[src/rtl/sixty_four_bit_subtractor_seq.sv]
// Multi-cycle 64-bit subtractor: DIFF = A - B, one nibble per clock with the
// borrow carried between cycles, plus borrow/overflow/zero flags.
module sixty_four_bit_subtractor_seq (
  input  logic        clk,
  input  logic        reset,
  input  logic        start,
  input  logic [63:0] a,
  input  logic [63:0] b,
  output logic [63:0] diff,
  output logic        borrow,
  output logic        overflow,
  output logic        zero,
  output logic        busy,
  output logic        done
);

  typedef enum logic [1:0] {IDLE, RUN, FINISH} state_t;

  state_t      state;
  state_t      state_next;
  logic [63:0] a_op;
  logic [63:0] b_op;
  logic [3:0]  cnt;
  logic        borrow_q;
  logic [5:0]  bit_idx;
  logic [4:0]  nib_sub;
  logic [63:0] diff_upd;

  // busy/done come from flops keyed on the next state so they align with state
  always_ff @(posedge clk) begin
    if (reset) begin
      state <= IDLE;
      busy  <= 1'b0;
      done  <= 1'b0;
    end else begin
      state <= state_next;
      busy  <= (state_next == RUN);
      done  <= (state_next == FINISH);
    end
  end

  always_comb begin
    state_next = state;
    case (state)
      IDLE:    if (start) state_next = RUN;
      RUN:     if (cnt == 4'd15) state_next = FINISH;
      FINISH:  state_next = IDLE;
      default: state_next = IDLE;
    endcase
  end

  // 5-bit nibble subtract; bit 4 is the borrow out into the next nibble
  always_comb begin
    bit_idx  = {cnt, 2'b00};
    nib_sub  = {1'b0, a_op[bit_idx +: 4]} - {1'b0, b_op[bit_idx +: 4]} - {4'b0000, borrow_q};
    diff_upd = diff;
    diff_upd[bit_idx +: 4] = nib_sub[3:0];
  end

  always_ff @(posedge clk) begin
    if (reset) begin
      a_op     <= '0;
      b_op     <= '0;
      diff     <= '0;
      borrow   <= 1'b0;
      overflow <= 1'b0;
      zero     <= 1'b0;
      cnt      <= '0;
      borrow_q <= 1'b0;
    end else begin
      case (state)
        IDLE: begin
          if (start) begin
            a_op     <= a;
            b_op     <= b;
            diff     <= '0;
            borrow   <= 1'b0;
            overflow <= 1'b0;
            zero     <= 1'b0;
            cnt      <= '0;
            borrow_q <= 1'b0;
          end
        end
        RUN: begin
          diff     <= diff_upd;
          borrow_q <= nib_sub[4];
          cnt      <= cnt + 4'd1;
          // flags are taken from the completed result on the last nibble
          if (cnt == 4'd15) begin
            borrow   <= nib_sub[4];
            overflow <= (a_op[63] ^ b_op[63]) & (diff_upd[63] ^ a_op[63]);
            zero     <= (diff_upd == 64'd0);
          end
        end
        default: ;
      endcase
    end
  end

endmodule
[config.mk]
export PLATFORM = sky130hd
export DESIGN_NAME = sixty_four_bit_subtractor_seq
export DESIGN_NICKNAME = d
export VERILOG_FILES = /design/src/rtl/sixty_four_bit_subtractor_seq.sv
export SDC_FILE = /design/constraint.sdc
export NUM_CORES = 1
export LEC_CHECK = 0
export CAP_MARGIN = 20
export CORE_ASPECT_RATIO = 1.75
export CORE_MARGIN = 2
export CORE_UTILIZATION = 30
export CTS_BUF_LIST = sky130_fd_sc_hd__clkbuf_16
export DETAILED_ROUTE_END_ITERATION = 8
export PLACE_DENSITY = 0.62
export SLEW_MARGIN = 20
export SYNTH_ARGS = -nofsm -noshare
export SYNTH_HDL_FRONTEND = slang
export SYNTH_SLANG_ARGS = --single-unit
[constraint.sdc]
create_clock -name clk -period 8 [get_ports clk]
set_input_delay 0.8 -clock clk [delete_from_list [all_inputs] [get_ports clk]]
set_output_delay 0.8 -clock clk [all_outputs]
set_load 0.005 [all_outputs]
[Word-level counts from Yosys, hierarchy flattened]
Cells that the tools add are included.
Word-level totals
  register bits: 204
  bits of input ports: 131
Operators by class
  add/subtract/negate cells: 4
  eq/ne operators: 6
  shift-type cells: 4
  multiplexer cells: 16
  bitwise gates (word level): 3
  reduce and logical (&&, ||, !) cells: 6
Operators by type and width (number)
  one-hot mux 64 bit (2 select lines): 1
  variable part select 64 x 7 -> 4 bit: 2
  bitwise mux 64 bit: 1
  logical NOT 64 bit: 1
  2-to-1 mux 64 bit: 1
  variable shift 4 x 8 -> 64 bit, first input constant: 1
  variable part select 4 x 8 -> 64 bit: 1
  negation 6 -> 8 bit: 1
  one-hot mux 1 bit (2 select lines): 4
  one-hot mux 4 bit (2 select lines): 1
  subtractor 4 x 4 -> 5 bit: 1
  subtractor 5 x 1 -> 5 bit: 1
  adder 4 x 1 -> 4 bit, second input constant: 1
  == test 2 x 1 -> 1 bit, second input constant: 2
  == test 4 bit, second input constant: 1
  2-to-1 mux 1 bit: 4
  2-to-1 mux 2 bit: 2
  2-to-1 mux 4 bit: 1
  != test 2 bit, second input constant: 2
  one-hot mux 2 bit (2 select lines): 1
  AND reduction 2 bit: 2
  AND reduction 3 bit: 1
  == test 2 bit, second input constant: 1
  logical NOT 2 bit: 1
  other kinds (3): 4

[Logic depth before layout (Yosys ltp)]
  depth in word-level cells: 9
  depth in mapped cells: 22
  depth with buffers taken out: 18

[Worst setup path after synthesis]
No wires, ideal clock.
  kind: register -> register
  start point: register cnt[0]
  end point: register zero
  arrival: 4.471 ns
  data required time: 7.931 ns
  slack: 3.460 ns
  stages on the path, launching flop included: 17
  buffers on the path: 4
  path through: dfxtp_1 > buf_2 > buf_2 > buf_2 > buf_2 > mux4_2 > a221oi_1 > fa_1 > inv_1 > fa_1 > xor2_1 > nor3_1 > a211oi_1 > or4_4 > nor4_2 > nand4_1 > o21ai_1
Between the ends
  longest elaborated chain between the ends: 8
  elaborated cells on any way between the ends: 14
  classes of those cells: add/sub: 3; eq/ne: 2; shift: 4; mux: 3; reduce/logical: 2
Ends and longest elaborated chain
  start: declaration: RTL line 23  | logic [3:0] cnt;
  start signal: assignment: RTL line 87  | cnt <= cnt + 4'd1;
  variable part select 64 x 7 -> 4 bit: RTL line 55  | nib_sub = {1'b0, a_op[bit_idx +: 4]} - {1'b0, b_op[bit_idx +: 4]} - {4'b0000, borrow_q};
  subtractor 4 x 4 -> 5 bit: RTL line 55
  subtractor 5 x 1 -> 5 bit: RTL line 55
  variable part select 4 x 8 -> 64 bit: RTL line 57  | diff_upd[bit_idx +: 4] = nib_sub[3:0];
  bitwise mux 64 bit: RTL line 57
  logical NOT 64 bit: RTL line 92  | zero <= (diff_upd == 64'd0);
  2-to-1 mux 1 bit: RTL line 89  | if (cnt == 4'd15) begin
  one-hot mux 1 bit (2 select lines): RTL line 71  | case (state)
  end signal: assignment: RTL line 92
  end: declaration: RTL line 12  | output logic zero,
Several ways; a longest one is shown, not always the timed one. The select of a mux whose other input is x is not followed.
A chain may end at the register's enable or synchronous reset.

[Worst setup path in the final report]
  start point: register cnt[1]
  end point: register zero
The elaborated chain is that of the path after synthesis.

==> metrics <==
outcome=finished clean; EDFF count, synth=0; Static Leak=4.28 nW; Synth Flop Type=dfxtp_1; CTS tree=yes; share of layout cells above drive strength 1=0.0619; Synth Instances=1153; Initial Util=0.305; class of the worst hold path=reg -> reg; max cap viols=0; Setup Skew=0.0177 ns; full die area=32900 um2; register area share after synthesis=0.434; Die Y=238 um; Area Overhead vs Synth=29.7%; Final Net Count=1437; Cell Pwr Density=about 190 nW/um2; total CTS buffers=20; hold_buf cts=0; Setup crit end kind=flip-flop; clock-pin transition on the worst setup and hold timing paths=0.07 ns; Unique masters post-synth=74; total clock sinks=between 200 and 250; Die Width=138 um; io pins=200; critical path launch point type=flip-flop; fin crit period=5.55 ns; Mapped Area=9420 um2; setup ws final=2.45 ns; critical path type=reg -> reg; clock buffer depth=3; pre-CTS setup slack=2.51 ns; Clock Latency Late Sink=0.51 ns; vias in the first global route=a little under 9000; vias per inst=5.17; worst-path fanout max=36; Antenna Cells=0; Avg Cell Area, Syn=8.17 um2; unrepaired setup endpoints after global routing=false; IO Port Bufs=199; total congestion overflow=0; WL per Instance=18.9 um; WP data arrival=6.00 ns; global-route wire length before repair=48.5 mm; final wirelength=approximately 32 mm; post-route setup TNS=0 ns; # fillers=3194; Post-CTS Setup Bufs=0; global placer's final weighted congestion=0.937; GRT Overall Usage=0.192; Pre-Repair DR Iteration Count=6; # setup viols final=0; DRC violations left=0; Max VDD drop=roughly 0.13 mV; CORE AREA=30800 um2; Net Count, Synth=between 1000 and 1500; largest net degree at the start of global routing=103; Slew HR=0.274; Reg area=approximately 4000 um2; post-CTS resize count=0; worst slew pin tran=1.09 ns; H-tree depth=1; initial antenna violation count=0; clock root cell=clkbuf_16; DR iter-0 viols=around 640; overall power=2.36 mW; synth warn=0; post-DP HPWL=24.2 mm; Required @ worst endpoint=between 8 and 9 ns; routed via count=between 8000 and 9000; # rows=85; Max Fclk=180 MHz; Synth Register Bits=204; Tcrit/Tclk final=0.694; area taken by multi-input logic gates=4910 um2; Post-synth ARST share=0; final hold violation count=0; post-route ant nets=0; fin. max-slew vios=0
where the power goes:
part | internal [mW] | switching, mW
registers | 1.06 | 0.0300
clock network | 0.496 | 0.402
logic | 0.152 | 0.219
area by class of cell:
type | count | area share
multi-input combinational | 850 | 0.402
clock inverter | 12 | 0.00543
tap | 391 | 0.0401
inverter | 12 | 0.00369
sequential | 204 | 0.335
clock buffer | 22 | 0.0451
timing repair buffer | 208 | 0.169
sequential cells by signal, indices dropped and copies added, names as in the netlist:
signal    flops
borrow_q      1
state         2
borrow        1
a_op         64
zero          1
overflow      1
b_op         64
done          1
cnt           4
diff         64
busy          1
routing by layer:
layer  vias to the layer above  track usage  wire (um)
li1                       4308            -          -
met1                      4119        0.198      11400
met2                       273        0.369      17800
met3                        78       0.0206       1270
met5                         -            0          0
met4                         0       0.0989       1610
layout by cell type (no fill, tap or decap), types with 3 or more instances in the layout:
master / count
clkbuf_16: 22
or3_1: 5
a22oi_2: 5
mux4_2: 19
nand2_1: 299
clkinv_2: 4
xnor2_1: 3
and3_1: 6
nand3b_1: 6
nand3_1: 10
nor2_1: 113
buf_4: 9
or4_1: 4
o21ai_1: 3
clkinvlp_4: 3
a32oi_1: 12
dfxtp_1: 201
clkdlybuf4s50_1: 198
nand2b_1: 7
a21oi_1: 149
a211oi_1: 5
mux2i_1: 28
and2_1: 7
o211ai_1: 3
nor3_1: 11
o21ai_0: 21
inv_1: 14
nand4_1: 5
nor2b_1: 6
ha_1: 8
a221oi_1: 10
a22oi_1: 51
nor4b_1: 3
cell usage after synthesis, types with 3 or more instances:
| cell type | instances | area, um2 |
|---|---|---|
| buf_1 | 3 | 11.3 |
| or3_1 | 5 | 31.3 |
| nor2b_1 | 6 | 37.5 |
| o211ai_1 | 3 | 22.5 |
| a21oi_1 | 149 | 746 |
| dfxtp_1 | 204 | 4080 |
| buf_6 | 4 | 45.0 |
| o21ai_1 | 3 | 15.0 |
| inv_1 | 12 | 45.0 |
| or4_1 | 4 | 30.0 |
| nor4b_1 | 3 | 26.3 |
| o21ai_0 | 21 | 105 |
| buf_4 | 3 | 22.5 |
| and2_1 | 8 | 50.1 |
| ha_1 | 8 | 100 |
| buf_2 | 9 | 45.0 |
| and3_1 | 6 | 37.5 |
| mux2i_1 | 28 | 280 |
| a211oi_1 | 5 | 37.5 |
| nand2b_1 | 7 | 43.8 |
| a22oi_1 | 51 | 383 |
| nor3_1 | 11 | 55.1 |
| clkbuf_1 | 67 | 251 |
| nand3b_1 | 6 | 45.0 |
| mux4_2 | 19 | 428 |
| xnor2_1 | 3 | 26.3 |
| nand2_1 | 300 | 1130 |
| nand3_1 | 10 | 50.1 |
| nand4_1 | 5 | 31.3 |
| a22oi_2 | 5 | 62.6 |
| a32oi_1 | 12 | 105 |
| a221oi_1 | 10 | 87.6 |
| nor2_1 | 113 | 424 |
metrics by stage:
step,hold slack [ns],std cells,utilization,instance area (um2)
after floorplan,0.432,1153,-,9420
after global placement,0.440,1665,0.376,11600
after detailed placement,0.446,1665,0.376,11600
after CTS,0.455,1699,0.396,12200
after global routing,0.472,1699,0.396,12200
final,0.453,1699,0.396,12200
path summary, 6_finish.rpt:
kind | from | endpoint | slack, ns | depth (start not counted)
hold reg to reg | b_op[57] | b_op[57] | 0.45 | 2
hold / removal | b_op[57] | b_op[57] | 0.45 | 2
setup / recovery | cnt[1] | zero | 2.45 | 15
setup reg to reg | cnt[1] | zero | 2.45 | 15
cells by family after synthesis:
logic type | after synthesis | share of synthesized area
AO/OA/AOI/OAI | 286 | 0.191
AND/OR/NAND/NOR | 500 | 0.228
flip-flops | 204 | 0.434
adder cells (fa/ha/maj) | 11 | 0.0159
buffers and inverters | 99 | 0.0462
XOR/XNOR | 4 | 0.00372
multiplexers | 49 | 0.0808
critical path, cell delays in order, from the launching register on:
cell and delay, ns:
dfxtp_2 0.90, nor2b_1 0.79, a221oi_1 0.27, nor2_1 0.18
nor2_1 0.06, a221oi_1 0.31, fa_1 0.24, inv_1 0.07
fa_1 0.72, nor3_1 0.70, nand3b_1 0.19, mux2i_1 0.08
a2111oi_0 0.48, and4_1 0.27, nand4_1 0.08, o21ai_1 0.14
Note: power is estimated with default switching activity, not from simulation.
